### config.mk
export PLATFORM = sky130hd
export DESIGN_NAME = ad9361_status_monitor
export DESIGN_NICKNAME = d
export VERILOG_FILES = /design/src/rtl/ad9361_status_monitor.sv
export SDC_FILE = /design/constraint.sdc
export NUM_CORES = 1
export LEC_CHECK = 0
export BUFFER_PORTS_ARGS = -buffer_cell sky130_fd_sc_hd__buf_2
export CAP_MARGIN = 20
export CELL_PAD_IN_SITES_DETAIL_PLACEMENT = 0
export CELL_PAD_IN_SITES_GLOBAL_PLACEMENT = 1
export CORE_ASPECT_RATIO = 0.8
export CORE_MARGIN = 4
export CORE_UTILIZATION = 38
export DETAILED_ROUTE_END_ITERATION = 10
export GPL_ROUTABILITY_DRIVEN = 0
export GPL_TIMING_DRIVEN = 1
export PLACE_DENSITY_LB_ADDON = 0.1
export REMOVE_ABC_BUFFERS = 1
export SLEW_MARGIN = 20
export SYNTH_ARGS = -nofsm -noshare
export SYNTH_HDL_FRONTEND = slang
export SYNTH_SLANG_ARGS = --single-unit
export TNS_END_PERCENT = 100
### constraint.sdc
create_clock -name clk -period 5.55 [get_ports clk]
set_input_delay 0.555 -clock clk [delete_from_list [all_inputs] [get_ports clk]]
set_output_delay 0.555 -clock clk [all_outputs]
set_load 0.01 [all_outputs]
### src/rtl/ad9361_status_monitor.sv
// ---------------------------------------------------------------------------
// ad9361_status_monitor
//
// Purpose:
//   Watches the CTRL_OUT status buses and clock-select straps coming back
//   from up to two AD9361 devices. Each asynchronous input is brought into
//   the clk domain through a two-flop synchroniser. The status bytes are
//   then glitch-filtered so that only values held for STABLE_CYCLES edges
//   are accepted. Per device the block keeps sticky rise flags and a
//   saturating change counter. Everything is presented on a 64-bit readback
//   word, and a maskable level interrupt is also driven.
//
// Configuration:
//   AD9361_STATUS_DUAL_EN - when defined, device 1 is fully monitored.
//                           When undefined, device 1 logic is not built.
//                           In that case its readback fields read 0 and
//                           irq_mask[15:8] has no effect.
//
// Parameters:
//   STABLE_CYCLES - edges a synchronised status vector must hold before it
//                   is accepted (legal range 1..15).
//
// Ports:
//   clk           - system clock
//   rst           - synchronous, active-high reset
//   gpio_status_0 - device 0 CTRL_OUT (async)
//   gpio_clksel_0 - device 0 clock-select strap (async)
//   gpio_status_1 - device 1 CTRL_OUT (async)
//   gpio_clksel_1 - device 1 clock-select strap (async)
//   sticky_clr    - bit n clears device n sticky flags and change counter
//   irq_mask      - [7:0] device 0 sticky enables, [15:8] device 1
//   gpio_i        - status readback word
//   irq           - level interrupt
// ---------------------------------------------------------------------------

// One device worth of synchroniser, filter, sticky flags and change counter.
module Ad9361StatusChannel #(
  parameter int STABLE_CYCLES = 4
) (
  input  logic       clk,
  input  logic       rst,
  input  logic [7:0] status_i,
  input  logic       clksel_i,
  input  logic       clr_i,
  output logic [7:0] filt_o,
  output logic [7:0] sticky_o,
  output logic [7:0] count_o,
  output logic       clksel_o
);

  localparam logic [3:0] STABLE_LIMIT = 4'(STABLE_CYCLES);

  logic [7:0] syncS1_q;
  logic [7:0] syncS2_q;
  logic       clkS1_q;
  logic       clkS2_q;
  logic [7:0] cand_q;
  logic [7:0] cand_d;
  logic [3:0] stab_q;
  logic [3:0] stab_d;
  logic [7:0] filt_q;
  logic [7:0] filt_d;
  logic [7:0] sticky_q;
  logic [7:0] sticky_d;
  logic [7:0] count_q;
  logic [7:0] count_d;
  logic       filtChanged;

  // Next-state for the glitch filter and the bookkeeping that hangs off it.
  // The candidate always tracks the synchronised value; the stability
  // counter restarts whenever the candidate moves and saturates once the
  // value has been seen long enough. The filtered value is taken from the
  // next-state candidate so that STABLE_CYCLES=1 accepts on the same edge
  // the candidate is captured.
  // Sticky flags give priority to a new rise over a clear, and the change
  // counter reloads to 1 if a clear coincides with a filtered change.
  always_comb begin
    cand_d = syncS2_q;

    if (syncS2_q != cand_q) begin
      stab_d = 4'd1;
    end else if (stab_q < STABLE_LIMIT) begin
      stab_d = stab_q + 4'd1;
    end else begin
      stab_d = stab_q;
    end

    filt_d = filt_q;
    if ((stab_d == STABLE_LIMIT) && (cand_d != filt_q)) begin
      filt_d = cand_d;
    end

    filtChanged = (filt_d != filt_q);

    sticky_d = (sticky_q & ~{8{clr_i}}) | (filt_d & ~filt_q);

    if (clr_i) begin
      count_d = {7'd0, filtChanged};
    end else if (filtChanged && (count_q != 8'hFF)) begin
      count_d = count_q + 8'd1;
    end else begin
      count_d = count_q;
    end
  end

  // State registers. Reset returns every stage, including the
  // synchronisers, to zero so filtering restarts cleanly.
  always_ff @(posedge clk) begin
    if (rst) begin
      syncS1_q <= 8'd0;
      syncS2_q <= 8'd0;
      clkS1_q  <= 1'b0;
      clkS2_q  <= 1'b0;
      cand_q   <= 8'd0;
      stab_q   <= 4'd0;
      filt_q   <= 8'd0;
      sticky_q <= 8'd0;
      count_q  <= 8'd0;
    end else begin
      syncS1_q <= status_i;
      syncS2_q <= syncS1_q;
      clkS1_q  <= clksel_i;
      clkS2_q  <= clkS1_q;
      cand_q   <= cand_d;
      stab_q   <= stab_d;
      filt_q   <= filt_d;
      sticky_q <= sticky_d;
      count_q  <= count_d;
    end
  end

  assign filt_o   = filt_q;
  assign sticky_o = sticky_q;
  assign count_o  = count_q;
  assign clksel_o = clkS2_q;

endmodule

module ad9361_status_monitor #(
  parameter int STABLE_CYCLES = 4
) (
  input  logic        clk,
  input  logic        rst,
  input  logic [7:0]  gpio_status_0,
  input  logic        gpio_clksel_0,
  input  logic [7:0]  gpio_status_1,
  input  logic        gpio_clksel_1,
  input  logic [1:0]  sticky_clr,
  input  logic [15:0] irq_mask,
  output logic [63:0] gpio_i,
  output logic        irq
);

  logic [7:0] filt0;
  logic [7:0] sticky0;
  logic [7:0] count0;
  logic       clksel0;
  logic [7:0] filt1;
  logic [7:0] sticky1;
  logic [7:0] count1;
  logic       clksel1;
  logic       irq_q;

  Ad9361StatusChannel #(
    .STABLE_CYCLES(STABLE_CYCLES)
  ) channel0 (
    .clk      (clk),
    .rst      (rst),
    .status_i (gpio_status_0),
    .clksel_i (gpio_clksel_0),
    .clr_i    (sticky_clr[0]),
    .filt_o   (filt0),
    .sticky_o (sticky0),
    .count_o  (count0),
    .clksel_o (clksel0)
  );

`ifdef AD9361_STATUS_DUAL_EN
  Ad9361StatusChannel #(
    .STABLE_CYCLES(STABLE_CYCLES)
  ) channel1 (
    .clk      (clk),
    .rst      (rst),
    .status_i (gpio_status_1),
    .clksel_i (gpio_clksel_1),
    .clr_i    (sticky_clr[1]),
    .filt_o   (filt1),
    .sticky_o (sticky1),
    .count_o  (count1),
    .clksel_o (clksel1)
  );
`else
  // Single-device build: device 1 inputs are intentionally ignored and its
  // readback fields are held at zero.
  logic unusedDev1;
  assign unusedDev1 = ^{gpio_status_1, gpio_clksel_1, sticky_clr[1]};
  assign filt1   = 8'd0;
  assign sticky1 = 8'd0;
  assign count1  = 8'd0;
  assign clksel1 = 1'b0;
`endif

  // The interrupt is computed from the registered sticky flags. It
  // therefore rises one edge after the sticky bit that causes it.
  always_ff @(posedge clk) begin
    if (rst) begin
      irq_q <= 1'b0;
    end else begin
      irq_q <= |({sticky1, sticky0} & irq_mask);
    end
  end

  assign irq = irq_q;

  // Readback is a direct view of the registers, so it adds no latency.
  assign gpio_i = {8'd0, count1, count0, 6'd0, clksel1, clksel0,
                   sticky1, sticky0, filt1, filt0};

endmodule
==> qor.yml, run 1 <==
cts_setup_buffers: 0
min_period_over_period_pct: 71.0
die_w_um: 100
grt_overflow: 0
detailed_place_hpwl_um: 3730
drtAntennaViolNets: 0
synth_compound_area_share_pct: 7.71
power_frac_seq_pct: 57.0
run_status: "completed"
ys_warn_count: 0
vias_per_cell: 4.51
grt_resource_usage_total_pct: 12.6
finalHoldViolations: 0
synth_simple_gate_area_share_pct: 17.7
htree_num_levels: 2
grt_first_pass_wirelength_um: 8040
ctsHoldBuffers: 0
share_of_the_synthesized_netlist_area_taken_by_xor_and_xnor_gates_pct: 7.80
floorplan.initialDensity_pct: 39.7
actual_slew_at_the_worst_max_slew_pin_ns: 0.868
clk_pin_slew_ns: 0.09
vdd.ir_drop.worst_uv: 135
fin_nets: 359
instance_count_of_the_mapped_netlist: 269
clock-skew-final_ns: 0.00559
synth_fa_ha_area_share_pct: 4.85
cts-root-buf: "sky130_fd_sc_hd__clkbuf_8"
die_area_um2: 8180
rows: 26
numClockSinks: 55
ys_seq_area_share_pct: 42.7
cellLeakagePower_nw: 1.24
synth_top_family_by_area: "simple AND/OR/NAND/NOR gates"
yosysUniqueCellTypes: 35
yosys_register_bits: 55
core-area_um2: 6510
synth_mux_area_share_pct: 3.78
dieHeight_um: 81.7
min_period_ns: 3.94
timing.critical_path.slowest_stage_cell: "sky130_fd_sc_hd__and3_1"
arrival_ns: 4.14
grt_antenna_before_repair: 0
maxSlewHeadroom_pct: 42.1
cp-start-kind: "flop"
firstDrtPassIters: 4
cts_buffers: 5
clock_tree_from_tritoncts: "built"
largest_net_degree_at_the_start_of_global_routing: 48
switching_part_of_the_total_power_pct: 22.7
areaGrowthSynthToFinish_pct: 8.73
share_of_power_burned_in_the_clock_network_pct: 35.3
timing.setup.tns_ns: 0
final_max_slew_viol_count: 0
io_pins: 103
synth.cell_area_um2: 2580
detail_route.wirelength_um: 5010
timing.critical_path.slowest_cell_delay_ns: 0.73
power.density_nw_per_um2: 256
drv.max_cap_violation_count: 0
wire_per_inst_um: 12.7
numPortBuffers: 45
critical_path_required_time_ns: 5.75
synth_area_per_cell_um2: 9.60
drt_iter0_drc: 73
timing.critical_path.to_type: "flop"
critical_path.cell_chain: "ha_1 > nor2_1 > a21oi_1 > a211oi_2 > and3_1 > mux2_2 > ha_1 > nand4_1 > nor2_1 > nor2_1 > xnor2_1 > a21oi_1"
combinationalPowerShare_pct: 7.7
internal_cell_power_mw: 0.555
setup_viol_count_final: 0
grt_setup_unrepaired: "no"
postCtsResizedCells: 0
timing.fmax_mhz: 254
dr_total_vias: 1782
path_max_fanout: 16
clock_tree.buffer_depth: 2
drive_gt1_share_pct: 20.3
netSwitchingPower_mw: 0.163
insertedDiodeCount: 0
layout.core_utilization_pct: 43.1
holdCritPathClass: "flop to flop"
critPathMostFrequentCell: "sky130_fd_sc_hd__nor2_1"
worst-setup-path-type: "flop to flop"
number_of_remaining_drc_errors: 0
worstSkewPairLatency_ns: 0.30
grt_pass1_vias: 1623
-- per-layer routing --
metal  share of wire, %  up-vias  wire length, um  global-route usage [%]
met5                  0        -                0                       0
met4                1.1        0               56                    4.44
met3                6.5        7              325                    3.23
met2                 43       53             2130                    18.0
met1                 50      809             2500                    18.1
li1                   -      913                -                       -
-- power by group through the flow --
stage,clock [mW],sequential [mW],combinational (mW)
3_5_place_dp,0,0.419,0.0543
5_1_grt,0.284,0.411,0.0617
3_3_place_gp,0,0.418,0.0548
2_1_floorplan,0,0.417,0.0346
4_1_cts,0.265,0.409,0.0545
6_report,0.254,0.409,0.0550
-- worst paths after layout --
path / start / to / slack, ns / cells past startpoint
worst max-delay path: channel0.stab_q[0] / channel0.count_o[0] / 1.61 / 12
worst min-delay path: channel0.syncS1_q[0] / channel0.cand_d[0] / 0.44 / 1
worst max register to register: channel0.stab_q[0] / channel0.count_o[0] / 1.61 / 12
worst min register to register: channel0.syncS1_q[0] / channel0.cand_d[0] / 0.44 / 1
-- area by class of cell --
cell class	count	area, um^2
timing repair buffer	46	233
fill	677	3700
multi-input combinational	193	1230
tap	84	105
clock inverter	1	30.0
sequential	55	1100
inverter	10	37.5
clock buffer	6	72.6
-- placed cells by master (no fill, tap or decap), types with 8 or more instances in the layout --
cell type	n
sky130_fd_sc_hd__inv_1	9
sky130_fd_sc_hd__nand4_1	12
sky130_fd_sc_hd__a21oi_1	14
sky130_fd_sc_hd__xnor2_1	15
sky130_fd_sc_hd__dfxtp_1	55
sky130_fd_sc_hd__conb_1	39
sky130_fd_sc_hd__o31ai_1	8
sky130_fd_sc_hd__nor2_1	22
sky130_fd_sc_hd__ha_1	10
sky130_fd_sc_hd__buf_2	45
sky130_fd_sc_hd__nor2b_1	27
sky130_fd_sc_hd__xor2_1	8
-- through the flow --
step | hold slack [ns] | std cells | setup WS [ns] | power, mW | instance area (um^2)
2_1_floorplan | 0.414 | 258 | 2.29 | 0.452 | 2370
3_3_place_gp | 0.417 | 388 | 1.61 | 0.473 | 2700
3_5_place_dp | 0.424 | 388 | 1.60 | 0.473 | 2700
4_1_cts | 0.442 | 395 | 1.58 | 0.729 | 2810
5_1_grt | 0.440 | 395 | 1.23 | 0.757 | 2810
6_report | 0.442 | 395 | 1.61 | 0.718 | 2810
-- Yosys cell counts, drive strengths merged --
| cell | number | share of area [%] |
|---|---|---|
| xnor2 | 15 | 5.1 |
| nand2 | 5 | 0.73 |
| o31ai | 8 | 2.3 |
| mux2 | 8 | 3.8 |
| o21ai | 2 | 0.39 |
| nor2b | 27 | 6.5 |
| inv | 9 | 1.3 |
| a211oi | 1 | 0.48 |
| nor4 | 4 | 1.2 |
| a41oi | 1 | 0.34 |
| nand4 | 12 | 2.9 |
| buf | 43 | 13 |
| a21o | 1 | 0.29 |
| nor3 | 2 | 0.39 |
| and3 | 1 | 0.24 |
| nor4b | 2 | 0.68 |
| nor3b | 1 | 0.29 |
| or2 | 1 | 0.24 |
| clkinv | 1 | 0.15 |
| and4 | 2 | 0.68 |
| conb | 1 | 0.15 |
| nor2 | 22 | 3.2 |
| dfxtp | 55 | 43 |
| clkbuf | 6 | 0.87 |
| nand3 | 2 | 0.39 |
| a22oi | 4 | 1.2 |
| xor2 | 8 | 2.7 |
| a21oi | 14 | 2.7 |
| ha | 10 | 4.8 |
| or3 | 1 | 0.24 |
-- registers in the layout, indices dropped and copies added (netlist names) --
register           cells
channel0.count_o       8
irq                    1
channel0.clkS1_q       1
channel0.sticky_o      8
channel0.filt_o        8
channel0.syncS1_q      8
channel0.cand_d        8
channel0.stab_q        4
channel0.cand_q        8
channel0.clksel_o      1
-- kinds of logic after synthesis --
| family | count (synthesis) |
|---|---|
| AND/OR/NAND/NOR | 82 |
| buffers and inverters | 59 |
| flip-flops | 55 |
| AO/OA/AOI/OAI | 31 |
| XOR/XNOR | 23 |
| adder cells (fa/ha/maj) | 10 |
| multiplexers | 8 |
| other | 1 |
-- critical path: cells and delay by family (launching register included) --
family | cells | cell delay (ns)
adder cells (fa/ha/maj) | 2 | 0.59
flip-flops | 1 | 0.33
multiplexers | 1 | 0.41
XOR/XNOR | 1 | 0.17
AND/OR/NAND/NOR | 5 | 1.59
AO/OA/AOI/OAI | 3 | 0.75
Note: power is estimated with default switching activity, not from simulation.
==> run 2, diff against run 1 <==
CORE_UTILIZATION = 35   (was 38)
clock period = 4 ns   (was 5.55 ns; I/O delays follow)
==> qor.yml, run 2 (same netlist as run 1, synthesis figures left out) <==
run_status: "completed"
launch_point_of_the_worst_path: "channel0.stab_q[0]"
drtAntennaViolNets: 0  # unchanged
grt_overflow: 0  # unchanged
drive_gt1_share_pct: 21.6  # +1.3 points
arrival_ns: 3.59  # -0.55 ns
maxSlewHeadroom_pct: 43.5  # +1.4 points
postCtsResizedCells: 0  # unchanged
cts_buffers: 5  # unchanged
cp-start-kind: "flop"
number_of_remaining_drc_errors: 0  # unchanged
postPlaceCellArea_um2: 2730  # +0.97%
numClockSinks: 55  # unchanged
cellLeakagePower_nw: 1.24  # +0.30%
rows: 27  # +3.8%
layout_commonest_cell: "sky130_fd_sc_hd__dfxtp_1"
internal_cell_power_mw: 0.711  # +28%
clock_tree_from_tritoncts: "built"
finalHoldViolations: 0  # unchanged
worst-setup-path-type: "flop to flop"
timing.setup.tns_ns: 0  # unchanged
timing.rr.start: "channel0.stab_q[0]"
power_frac_seq_pct: 59.2  # +2.2 points
path_max_fanout: 16  # unchanged
drt_iter0_drc: 56  # -23%
final_max_slew_viol_count: 0  # unchanged
actual_slew_at_the_worst_max_slew_pin_ns: 0.847  # -0.0204 ns
floorplan.initialDensity_pct: 36.7  # -2.9 points
numPortBuffers: 45  # unchanged
holdCritPathClass: "input port to flop"
dr_total_vias: 1800  # +1.0%
wire_per_inst_um: 13.0  # +2.5%
grt_antenna_before_repair: 0  # unchanged
die_w_um: 104  # +3.9%
drv.max_cap_violation_count: 0  # unchanged
clk_pin_slew_ns: 0.10  # about the same
critical_path_required_time_ns: 4.20  # -1.55 ns
insertedDiodeCount: 0  # unchanged
netSwitchingPower_mw: 0.249  # +52%
layout_common_cells: "sky130_fd_sc_hd__dfxtp_1 (55), sky130_fd_sc_hd__buf_2 (45), sky130_fd_sc_hd__conb_1 (39)"
vias_per_cell: 4.48  # -0.75%
clock-skew-final_ns: 0.00848  # +0.00289 ns
timing.critical_path.to_type: "flop"
holdPathEnd: "channel0.syncS1_q[4]"
worst_hold_path.num_cells: 2  # +1
final.fill_count: 735  # +8.6%
grt_pass1_vias: 1743  # +7.4%
setup_viol_count_final: 0  # unchanged
fin_nets: 362  # +0.84%
ctsHoldBuffers: 0  # unchanged
die_area_um2: 8820  # +7.8%
power.density_nw_per_um2: 340  # +33%
hp-start: "gpio_status_0[4]"
min_period_ns: 3.39  # -0.555 ns
worst-r2r-setup-slack_ns: 0.61  # -0.99 ns
layout.core_utilization_pct: 40.1  # -3.0 points
io_pins: 103  # unchanged
critical_path.reg2reg.endpoint: "channel0.count_o[7]"
dieHeight_um: 84.8  # +3.8%
grt_resource_usage_total_pct: 12.2  # -0.33 points
multi_input_area_um2: 1230  # unchanged
finish.cell_count_without_fillers: 402  # +1.8%
detail_route.wirelength_um: 5230  # +4.3%
areaGrowthSynthToFinish_pct: 9.21
grt_setup_unrepaired: "no"
timing.fmax_mhz: 295  # +16%
layout.cell_area.non_filler_um2: 2820  # +0.45%
place.detailed.instances: 394  # +1.5%
largest_net_degree_at_the_start_of_global_routing: 48  # unchanged
min_period_over_period_pct: 84.7  # +14 points
cts_setup_buffers: 0  # unchanged
vdd.ir_drop.worst_uv: 171  # +27%
firstDrtPassIters: 4  # unchanged
worstSkewPairLatency_ns: 0.31  # about the same
switching_part_of_the_total_power_pct: 25.9  # +3.2 points
cts-root-buf: "sky130_fd_sc_hd__clkbuf_8"
share_of_power_burned_in_the_clock_network_pct: 32.6  # -2.7 points
detailed_place_hpwl_um: 3980  # +6.7%
clock_tree.buffer_depth: 2  # unchanged
core-area_um2: 7030  # +8.0%
htree_num_levels: 2  # unchanged
combinationalPowerShare_pct: 8.2  # +0.5 points
reg2reg_depth: 13  # +1
grt_first_pass_wirelength_um: 8780  # +9.3%
final-seq-area_um2: 1100  # unchanged
## run 2: changes by cell type in the layout (fill, tap and decap cells not counted), sizes merged
cell,delta
clkbuf,-1
clkinvlp,+2
clkinv,+1
buf,+3
bufinv,-1
## run 2: worst max path at each step
stage / slack, ns / cells after the start / end
finish: 0.61 / 13 / channel0.count_o[7]
global route: 0.34 / 13 / channel0.count_o[3]
CTS: 0.61 / 13 / channel0.count_o[3]
detailed placement: 0.64 / 13 / channel0.count_o[7]
global placement: 0.63 / 13 / channel0.count_o[3]
floorplan: 0.74 / 12 / channel0.count_o[0]
## run 2: power groups by stage
stage               clock [mW]  combinational (mW)  sequential [mW]
floorplan                    0              0.0480            0.579
global placement             0              0.0780            0.581
detailed placement           0              0.0779            0.581
CTS                      0.327              0.0782            0.568
global route             0.352              0.0901            0.570
finish                   0.313              0.0786            0.568
## run 2: final cells by class
type / count / area share (%)
Multi-Input combinational cell: 193 / 43.5
Timing Repair Buffer: 49 / 9.05
Sequential cell: 55 / 39.1
Clock inverter: 3 / 0.710
Inverter: 10 / 1.33
Tap cell: 87 / 3.86
Clock buffer: 5 / 2.44
## run 2: critical path, stage by stage (launching register included)
cell	delay (ns)
sky130_fd_sc_hd__dfxtp_1	0.34
sky130_fd_sc_hd__ha_1	0.30
sky130_fd_sc_hd__nor2_1	0.09
sky130_fd_sc_hd__a21oi_1	0.08
sky130_fd_sc_hd__a211oi_2	0.22
sky130_fd_sc_hd__and3_1	0.65
sky130_fd_sc_hd__mux2_2	0.41
sky130_fd_sc_hd__ha_1	0.30
sky130_fd_sc_hd__nand4_1	0.10
sky130_fd_sc_hd__nor2_1	0.04
sky130_fd_sc_hd__buf_4	0.16
sky130_fd_sc_hd__nor4_1	0.36
sky130_fd_sc_hd__xnor2_1	0.16
sky130_fd_sc_hd__nor2_1	0.05
## run 2: per-layer routing
metal,vias up,global-route usage (%),share of wire (%)
met4,0,3.62,1.1
li1,918,-,-
met5,-,0,0
met2,46,17.1,40
met3,8,2.97,5.0
met1,828,18.4,54
## run 2: per-stage QoR
stage          power (mW)  hold slack (ns)  setup WS, ns
6_report            0.959            0.288         0.613
5_1_grt              1.01            0.282         0.340
4_1_cts             0.974            0.276         0.612
3_5_place_dp        0.659            0.426         0.638
3_3_place_gp        0.659            0.417         0.634
2_1_floorplan       0.627            0.414         0.741
==> run 3, diff against run 2 <==
clock period = 3.26 ns   (was 4 ns; I/O delays follow)
==> qor.yml, run 3 (same netlist as run 1, synthesis figures left out) <==
numClockSinks: 55  # unchanged
worst_setup_slack_final_ns: 0.232  # -0.381 ns
timing.critical_path.to_type: "flop"
pre_cts_worst_setup_slack_ns: -0.0943  # -0.732 ns
grt_antenna_before_repair: 0  # unchanged
power_mw: 1.26  # +31%
layout_common_cells: "sky130_fd_sc_hd__dfxtp_1 (55), sky130_fd_sc_hd__buf_2 (45), sky130_fd_sc_hd__conb_1 (39)"
min_period_over_period_pct: 92.9  # +8.2 points
launch_point_of_the_worst_path: "channel0.stab_q[0]"
final-seq-area_um2: 1100  # unchanged
grt_pass1_vias: 1720  # -1.3%
globalRouteMet2Util_pct: 17.7  # +0.59 points
grt_util_met3_pct: 2.97  # unchanged
grt_overflow: 0  # unchanged
drive_gt1_share_pct: 23.3  # +1.7 points
dieHeight_um: 84.8  # unchanged
grt_first_pass_wirelength_um: 8700  # -0.95%
worst-setup-path-type: "flop to flop"
cp-start-kind: "flop"
grt_resource_usage_total_pct: 12.2  # +0.016 points
drtAntennaViolNets: 0  # unchanged
worst-r2r-setup-slack_ns: 0.23  # -0.38 ns
detailed_place_hpwl_um: 3920  # -1.3%
insertedDiodeCount: 0  # unchanged
path_max_fanout: 14  # -2
reg2reg_depth: 13  # unchanged
die_area_um2: 8820  # unchanged
largest_net_degree_at_the_start_of_global_routing: 48  # unchanged
maxSlewHeadroom_pct: 41.6  # -1.9 points
setup_viol_count_final: 0  # unchanged
hp-start: "gpio_status_0[0]"
worstSkewPairLatency_ns: 0.30  # about the same
ctsHoldBuffers: 0  # unchanged
htree_num_levels: 2  # unchanged
min_period_ns: 3.03  # -0.359 ns
cellLeakagePower_nw: 1.27  # +2.8%
clk_pin_slew_ns: 0.09  # about the same
globalRoute.busiestLayer: "met1"
fin_nets: 365  # +0.83%
io_pins: 103  # unchanged
areaGrowthSynthToFinish_pct: 11.9
drt_iter0_drc: 68  # +21%
timing.setup.tns_ns: 0  # unchanged
actual_slew_at_the_worst_max_slew_pin_ns: 0.876  # +0.0281 ns
run_status: "completed"
floorplan.initialDensity_pct: 36.7  # unchanged
timing.fmax_mhz: 330  # +12%
critical_path_required_time_ns: 3.45  # -0.75 ns
vias_per_cell: 4.41  # -1.6%
worst_hold_path.num_cells: 2  # unchanged
detail_route.wirelength_um: 5210  # -0.34%
power.density_nw_per_um2: 435  # +28%
clock-skew-final_ns: 0.00585  # -0.00263 ns
dr_total_vias: 1785  # -0.83%
rows: 27  # unchanged
vdd.ir_drop.worst_uv: 183  # +7.0%
number_of_remaining_drc_errors: 0  # unchanged
final_max_slew_viol_count: 0  # unchanged
die_w_um: 104  # unchanged
grt.met1_usage_pct: 18.7  # +0.28 points
holdCritPathClass: "input port to flop"
critical_path.reg2reg.endpoint: "channel0.count_o[7]"
wire_per_inst_um: 12.9  # -1.1%
cts_buffers: 5  # unchanged
core-area_um2: 7030  # unchanged
finalHoldViolations: 0  # unchanged
final.fill_count: 738  # +0.41%
place.detailed.instances: 396  # +0.51%
drv.max_cap_violation_count: 0  # unchanged
numPortBuffers: 45  # unchanged
arrival_ns: 3.22  # -0.37 ns
clock_tree.buffer_depth: 2  # unchanged
clock_tree_from_tritoncts: "built"
finish.cell_count_without_fillers: 405  # +0.75%
holdPathEnd: "channel0.syncS1_q[0]"
multi_input_area_um2: 1240  # +1.4%
firstDrtPassIters: 3  # -1
timing.rr.start: "channel0.stab_q[0]"
layout_commonest_cell: "sky130_fd_sc_hd__dfxtp_1"
cts-root-buf: "sky130_fd_sc_hd__clkbuf_8"
## run 3: changes by cell type in the layout (fill, tap and decap cells not counted), sizes merged
cell,delta
buf,+3
bufinv,+1
clkbuf,+1
clkinvlp,-2
## run 3: worst max-delay path: stages (launching register included)
cell                       delay [ns]
sky130_fd_sc_hd__dfxtp_1         0.34
sky130_fd_sc_hd__ha_1            0.31
sky130_fd_sc_hd__nor2_1          0.09
sky130_fd_sc_hd__a21oi_1         0.08
sky130_fd_sc_hd__a211oi_2        0.24
sky130_fd_sc_hd__and3_4          0.35
sky130_fd_sc_hd__mux2_2          0.36
sky130_fd_sc_hd__ha_1            0.30
sky130_fd_sc_hd__nand4_1         0.10
sky130_fd_sc_hd__nor2_1          0.05
sky130_fd_sc_hd__buf_4           0.16
sky130_fd_sc_hd__nor4_1          0.33
sky130_fd_sc_hd__xnor2_1         0.16
sky130_fd_sc_hd__nor2_1          0.05
## run 3: how the worst max path moves through the flow
stage / endpoint / slack, ns / cells after the start
6_report: channel0.count_o[7] / 0.23 / 13
3_5_place_dp: channel0.count_o[5] / -0.09 / 13
4_1_cts: channel0.count_o[3] / 0.09 / 13
2_1_floorplan: channel0.count_o[0] / 0.001 / 12
3_3_place_gp: channel0.count_o[3] / -0.1 / 13
5_1_grt: channel0.count_o[7] / -0.006 / 13
## run 3: final cells by class
cell class                 count  share of cell area [%]
clock buffer                   6                    2.86
clock inverter                 2                    1.21
inverter                      10                    1.30
multi-input combinational    193                    43.1
sequential                    55                    38.1
tap                           87                    3.77
timing repair buffer          52                    9.62
## run 3: stage by stage
step                      utilization [%]  hold WS (ns)  cell area [um^2]
after floorplan                         -         0.395              2370
after global placement               39.1         0.417              2750
after detailed placement             39.1         0.426              2750
after CTS                            40.8         0.218              2860
after global routing                 41.1         0.221              2890
final                                41.1         0.229              2890
## run 3: power by group
part | switching [mW] | leakage [nW] | internal [mW]
Clock | 0.214 | 0.0612 | 0.249
Combinational | 0.0623 | 0.765 | 0.0352
Sequential | 0.00972 | 0.448 | 0.687
## run 3: what timing repair did
item / 4_1_cts / 5_1_grt
gates resized for setup: 1 / 3
setup endpoints to repair: 3 / 3
buffers inserted: 0 / 1
## run 3: metal layers
layer	up-vias	routed length (um)
met3	2	223
li1	922	-
met2	39	2180
met1	822	2780
met4	0	23
met5	-	0
